[config.mk]
export PLATFORM = sky130hd
export DESIGN_NAME = alu_share_arb
export DESIGN_NICKNAME = d
export VERILOG_FILES = /design/src/rtl/alu_share_arb.sv
export SDC_FILE = /design/constraint.sdc
export NUM_CORES = 1
export LEC_CHECK = 0
export CORE_MARGIN = 2
export CORE_UTILIZATION = 40
export DETAILED_ROUTE_END_ITERATION = 6
export PLACE_DENSITY = 0.82
export SLEW_MARGIN = 10
export SYNTH_ARGS = -nofsm -noshare
export SYNTH_HDL_FRONTEND = slang
export SYNTH_SLANG_ARGS = --single-unit
[constraint.sdc]
create_clock -name clk -period 1.95 [get_ports clk]
set_clock_uncertainty 0.1 [all_clocks]
set_input_delay 0.39 -clock clk [delete_from_list [all_inputs] [get_ports clk]]
set_output_delay 0.39 -clock clk [all_outputs]
set_load 0.02 [all_outputs]
[src/rtl/alu_share_arb.sv]
// Round-robin arbiter and two-stage issue/response sequencer that shares one
// combinational ALU between NREQ requesters; responses carry the requester ID.
package alufnt;
  typedef enum logic [2:0] {add, sub, sl, sr, sra, xoro, oro, ando} alu_func_t;
endpackage

module alu_share_arb #(
  parameter int NREQ = 2,
  parameter int IDW  = $clog2(NREQ)
) (
  input  logic                clk,
  input  logic                rst,
  input  logic                flush,
  input  logic [NREQ-1:0]     req_valid,
  input  alufnt::alu_func_t   req_fn  [NREQ],
  input  logic [31:0]         req_in1 [NREQ],
  input  logic [31:0]         req_in2 [NREQ],
  output logic [NREQ-1:0]     req_ready,
  output alufnt::alu_func_t   alu_fn,
  output logic [31:0]         alu_in1,
  output logic [31:0]         alu_in2,
  input  logic [31:0]         alu_out,
  output logic                resp_valid,
  output logic [IDW-1:0]      resp_id,
  output logic [31:0]         resp_data,
  input  logic                resp_ready
);

  localparam int IW = IDW + 1;

  // Issue register (S1)
  logic              s1_valid;
  alufnt::alu_func_t s1_fn;
  logic [31:0]       s1_in1;
  logic [31:0]       s1_in2;
  logic [IDW-1:0]    s1_id;

  // Response register (S2)
  logic              s2_valid;
  logic [IDW-1:0]    s2_id;
  logic [31:0]       s2_data;

  logic [IDW-1:0]    rr_ptr;
  logic [IDW-1:0]    grant;
  logic [IDW-1:0]    rr_next;
  logic              grant_found;
  logic [IW-1:0]     idx;
  logic              s2_free;
  logic              s1_adv;
  logic              s1_free;
  logic              accept;

  assign s2_free = !s2_valid || resp_ready;
  assign s1_adv  = s1_valid && s2_free;
  assign s1_free = !s1_valid || s1_adv;

  // Search req_valid starting at rr_ptr, wrapping modulo NREQ.
  always_comb begin
    // NOTE: every variable gets a default before any conditional write, so no latch is inferred.
    grant       = '0;
    grant_found = 1'b0;
    idx         = '0;
    for (int i = 0; i < NREQ; i++) begin
      idx = {1'b0, rr_ptr} + IW'(i);
      if (idx >= IW'(NREQ)) idx = idx - IW'(NREQ);
      if (!grant_found && req_valid[idx[IDW-1:0]]) begin
        grant       = idx[IDW-1:0];
        grant_found = 1'b1;
      end
    end
  end

  // Reset also masks ready so nothing is offered while the pipeline is held.
  always_comb begin
    req_ready = '0;
    if (rst && grant_found && s1_free && !flush) req_ready[grant] = 1'b1;
  end

  assign accept  = req_valid[grant] && req_ready[grant];
  assign rr_next = (grant == IDW'(NREQ - 1)) ? '0 : grant + IDW'(1);

  // NOTE: sequential state uses non-blocking assignments so every register samples pre-edge values.
  always_ff @(posedge clk or negedge rst) begin
    if (!rst) begin
      // NOTE: the data registers are reset too, since they drive the ALU and the response port directly.
      s1_valid <= 1'b0;
      s1_fn    <= alufnt::add;
      s1_in1   <= '0;
      s1_in2   <= '0;
      s1_id    <= '0;
      rr_ptr   <= '0;
    end else begin
      if (flush) begin
        s1_valid <= 1'b0;
      end else if (accept) begin
        s1_valid <= 1'b1;
        s1_fn    <= req_fn[grant];
        s1_in1   <= req_in1[grant];
        s1_in2   <= req_in2[grant];
        s1_id    <= grant;
        rr_ptr   <= rr_next;
      end else if (s1_free) begin
        s1_valid <= 1'b0;
      end
    end
  end

  always_ff @(posedge clk or negedge rst) begin
    if (!rst) begin
      s2_valid <= 1'b0;
      s2_id    <= '0;
      s2_data  <= '0;
    end else begin
      if (s1_adv) begin
        s2_id   <= s1_id;
        s2_data <= alu_out;
      end
      if (flush)           s2_valid <= 1'b0;
      else if (s1_adv)     s2_valid <= 1'b1;
      else if (resp_ready) s2_valid <= 1'b0;
    end
  end

  assign alu_fn     = s1_fn;
  assign alu_in1    = s1_in1;
  assign alu_in2    = s1_in2;
  assign resp_valid = s2_valid;
  assign resp_id    = s2_id;
  assign resp_data  = s2_data;

  // A requester left waiting must keep its request and operands unchanged.
  for (genvar r = 0; r < NREQ; r++) begin : g_hold
    a_req_hold: assert property (@(posedge clk) disable iff (!rst)
      (req_valid[r] && !req_ready[r]) |=>
        (req_valid[r] && $stable(req_fn[r]) && $stable(req_in1[r]) && $stable(req_in2[r])));
  end

endmodule

* Word-level counts from Yosys, hierarchy flattened *
Index checks and enable logic that the tools add are counted.

storage, ports and cells
  register bits after elaboration = 104
  output and inout port bits = 103

cells by class
  $add $sub $neg = 4
  magnitude comparators = 7
  multiplexer cells = 33
  bitwise logic cells = 2
  reduce and logical (&&, ||, !) cells = 16

operators with widths
  operator                                                                              count
  32-bit 2-to-1 mux                                                                     6
  1-bit 2-to-1 mux                                                                      22
  3-bit 2-to-1 mux                                                                      3
  1-bit logical AND                                                                     7
  1-bit by 2-bit less-than comparator with 1-bit output (second input constant)         3
  3-bit nonzero test                                                                    2
  2-bit greater-or-equal comparator (second input constant)                             2
  1-bit logical NOT                                                                     4
  1-bit by 1-bit adder with 2-bit output (second input constant)                        1
  1-bit by 2-bit greater-or-equal comparator with 1-bit output (second input constant)  1
  1-bit logical OR                                                                      2
  2-bit 2-to-1 mux                                                                      1
  1-bit NOT with 2-bit output                                                           1
  2-bit AND reduction                                                                   1
  1-bit subtractor (second input constant)                                              2
  1-bit adder (second input constant)                                                   1
  1-bit demux with 1-bit select                                                         1
  1-bit greater-or-equal comparator (second input constant)                             1
  1-bit NOT                                                                             1

* Logic depth before layout (Yosys ltp) *
  word-level depth = 18
  depth in mapped cells = 8
  depth with buffers taken out = 3

* Least setup slack after synthesis *
OpenSTA, ideal clock, no wires.

  kind = reg2out
  start = register s2_valid (netlist: resp_valid)
  end = output req_ready[0]
  data arrival time = 1.590 ns
  data required time = 1.460 ns
  path slack = -0.130 ns
  stages on the path, launching flop included = 6
  path through = dfrtp_1 nand3b_1 buf_2 buf_1 nand3_1 nor2_1

between the ends
  longest elaborated chain between the ends = 7

RTL lines
  item                            line  text
  start, declared                 39    logic s2_valid;
  start signal, assigned          110   s2_valid <= 1'b0;
  start signal, assigned          118   if (flush) s2_valid <= 1'b0;
  start signal, assigned          119   else if (s1_adv) s2_valid <= 1'b1;
  1-bit logical NOT               53    assign s2_free = !s2_valid || resp_ready;
  1-bit logical OR                53
  1-bit logical AND               54    assign s1_adv = s1_valid && s2_free;
  1-bit logical OR                55    assign s1_free = !s1_valid || s1_adv;
  1-bit logical AND (2 in a row)  76    if (rst && grant_found && s1_free && !flush) req_ready[grant] = 1'b1;
  2-bit 2-to-1 mux                76
  end, declared                   18    output logic [NREQ-1:0] req_ready,

No other way between the ends.

* Final worst setup path *
  start = register s1_valid
  end = output req_ready[1]

between the ends
  longest elaborated chain between the ends = 5
  elaborated cells between the ends (all ways) = 6
  those cells by class = 1 x mux; 5 x reduce/logical

RTL lines
  item                                                    line    text
  start, declared                                         32      logic s1_valid;
  start signal, assigned                                  86      s1_valid <= 1'b0;
  start signal, assigned                                  94      s1_valid <= 1'b0;
  start signal, assigned                                  96      s1_valid <= 1'b1;
  1-bit logical NOT or 1-bit logical AND (tied branches)  55, 54
  1-bit logical OR *                                      55
  1-bit logical AND * (2 in a row)                        76
  2-bit 2-to-1 mux *                                      76

Mark *: on every way between the ends. The rest lies on a longest branch, timed or not.

==> out/metrics.yaml <==
detailedPlacementHpwl_um: 12300
initial_utilization: 0.408
synth-edff-count: 0
design.die.area_um2: 13700
post_synth_and_or_nand_nor_area_fraction: 0.108
status: "finished, final reports clean"
final_setup_violation_count: 0
port-buffer-count: 274
yosys-top-cells-area: "sky130_fd_sc_hd__dfrtp_1 51%, sky130_fd_sc_hd__a31oi_1 15%, sky130_fd_sc_hd__nand3b_1 10%, sky130_fd_sc_hd__mux2_2 7.7%, sky130_fd_sc_hd__o21ai_0 6.4%"
synth_async_sr_flop_share: 1.00
post-route-period-util: 0.958
synth_fa_ha_area_frac: 0
synth-compound-area-share: 0.246
synth.ff_latch_count: 104
report.final.slew_viol_count: 0
num_rows: 41
synth_area_leader_cell: "sky130_fd_sc_hd__dfrtp_1"
worst_skew_pair.late_latency_ps: 340
share_of_the_synthesized_area_in_the_top_cell_type: 0.508
fraction_of_synthesized_area_in_multiplexers: 0.0769
yosysMostFrequentCell: "sky130_fd_sc_hd__a31oi_1"
areaGrowthSynthToFinish_pct: 65.2
post-route-drc-count: 0
postRouteWirelength_um: 17900
syn_area_um2: 5120
tightestPinTransition_ps: 736
clk_root_buffer_cell: "sky130_fd_sc_hd__clkbuf_16"
grt_setup_unrepaired: "no"
number_of_hold_violations_in_the_final_report: 0
vias_per_cell: 5.72
startpoint: "s1_valid"
mappedNetlistNets: 660
critPathMaxFanout: 3
cts_hold_buffers: 0
endpoint_kind: "output pin"
synthesis.area_per_instance_um2: 10.5
startpoint_type: "flop"
tritoncts.num_buffers: 9
vdd.ir_drop.worst_uv: 556
post_synthesis_instance_total: 488
htree_levels: 3
critPathRequiredTime_ps: 1460
critPathKind: "flop to output pin"
coreArea_um2: 12600
grt_pass1_vias: 5282
timing.critical_path.arrival_ps: 1380
gp_routability_congestion: 0.792
die_h_um: 117
grt.total_usage: 0.252
drt-initial-drc-count: 351
synth.distinct_cells: 21
rr_startpoint: "s1_valid"
synth.top_cells.by_count: "124 x sky130_fd_sc_hd__a31oi_1, 104 x sky130_fd_sc_hd__dfrtp_1, 68 x sky130_fd_sc_hd__nand3b_1"
clk_slew_on_worst_s_h_paths_ps: 70
critical_path.cell_chain: "nand3b_1 > nand3_2 > buf_4 > nor2_2 > buf_6"
critPathMaxStageDelay_ps: 400
numClockSinks: 104
holdCritPathClass: "input port to asynchronous set/reset pin"
num_vias: 5235
r2r_setup_slack_ps: 130
total_power_mw: 7.65
clk_path_buf_depth: 2
dr.pass1.iters: 5
maxCapViolCount: 0
post_synth_xor_area_fraction: 0
layout.nets: 912
worst_path_max_delay_cell: "sky130_fd_sc_hd__dfrtp_1"
placed_area_um2: 7990
ant_nets: 0
period_minus_slack_ps: 1870
num_antenna_cells: 0
share_of_final_layout_standard_cells_stronger_than_drive_strength_1: 0.137
die_w_um: 117
synth_top_family_by_area: "compound AO/OA/AOI/OAI gates"
ioPinCount: 275
seq_area_frac_synth: 0.508
maxClockFrequency_mhz: 535
placed_cells_incl_taps: 894
dominantRegCellSynth: "sky130_fd_sc_hd__dfrtp_1"
leakagePower_nw: 3.22
power_per_cell_area_nw_per_um2: 904
pin_count_of_the_biggest_net_entering_global_routing: 68
clock_tree_from_tritoncts: "built"
layout.cells.non_filler: 916
antenna_violations_before_repair: 2
global_route_wire_length_before_repair_um: 26600
hold_ws_ps: 54.8
timing.slew.headroom: 0.509
grt_overflow_total: 0
post_drt_wl_per_cell_um: 19.6
ys.warnings.count: 0
final_cell_area_um2: 8460
[what timing repair did]
action | CTS | global route
gates cloned | 2 | 0
endpoints found under the hold margin | 0 | 0
resized for setup | 16 | 2
setup buffers | 4 | 1
pin swaps | 1 | 1
endpoints found under the setup margin | 62 | 8
[state kept, by name, summed over array words and instances, names as in the netlist]
name        cells
rr_ptr          1
alu_fn          3
s1_id           1
s1_valid        1
alu_in2        32
resp_valid      1
resp_id         1
resp_data      32
alu_in1        32
[final timing paths]
check / end / depth (start not counted)
setup reg to reg: alu_in1[3] / 5
max in group asynchronous: resp_data[15] / 3
setup / recovery: req_ready[1] / 5
min in group clk: resp_data[27] / 1
hold / removal: resp_data[2] / 2
hold reg to reg: resp_data[27] / 1
[worst max-delay path, delay by kind of cell (launching register included)]
family                 cells  cell delay (ps)
DFF                        1              400
and+or+nand+nor            3              360
buffers and inverters      2              280
[layout make-up]
cell class | instances | area [um^2]
inverter | 5 | 18.8
clock buffer | 10 | 229
multi-input combinational | 316 | 2230
timing repair buffer | 304 | 3060
sequential | 104 | 2600
fill | 972 | 4110
clock inverter | 5 | 104
tap | 172 | 215
[stage by stage]
stage	TNS [ps]	util	setup WS [ps]
floorplan	0	-	37.8
detailed placement	-29400	0.636	-476
global placement	-25070	0.636	-414
finish	0	0.673	82.1
global route	0	0.673	1.11
CTS	0	0.672	24.6
[placed cells by master (no fill, tap or decap), types with 6 or more instances in the layout]
cell,instances
sky130_fd_sc_hd__a31oi_1,124
sky130_fd_sc_hd__a31oi_2,10
sky130_fd_sc_hd__buf_4,21
sky130_fd_sc_hd__buf_6,6
sky130_fd_sc_hd__clkbuf_16,9
sky130_fd_sc_hd__clkdlybuf4s50_1,267
sky130_fd_sc_hd__dfrtp_1,104
sky130_fd_sc_hd__mux2_2,35
sky130_fd_sc_hd__nand3b_1,68
sky130_fd_sc_hd__o21ai_0,65
[metal layers]
metal / part of all wire / global-route usage
met4: 0.032 / 0.122
met3: 0.10 / 0.0839
met5: 0.0015 / 0
met1: 0.36 / 0.272
met2: 0.51 / 0.444
[power by group]
| group | leakage [nW] | internal, mW | switching [mW] |
|---|---|---|---|
| registers | 1.18 | 2.57 | 0.231 |
| clock network | 0.163 | 1.25 | 0.800 |
| logic | 1.87 | 1.48 | 1.32 |
[kinds of logic after synthesis]
family / after synthesis
buffers and inverters: 68
flip-flops: 104
AND/OR/NAND/NOR: 76
multiplexers: 35
AO/OA/AOI/OAI: 205
No activity file was read; power rests on OpenSTA's default activity.
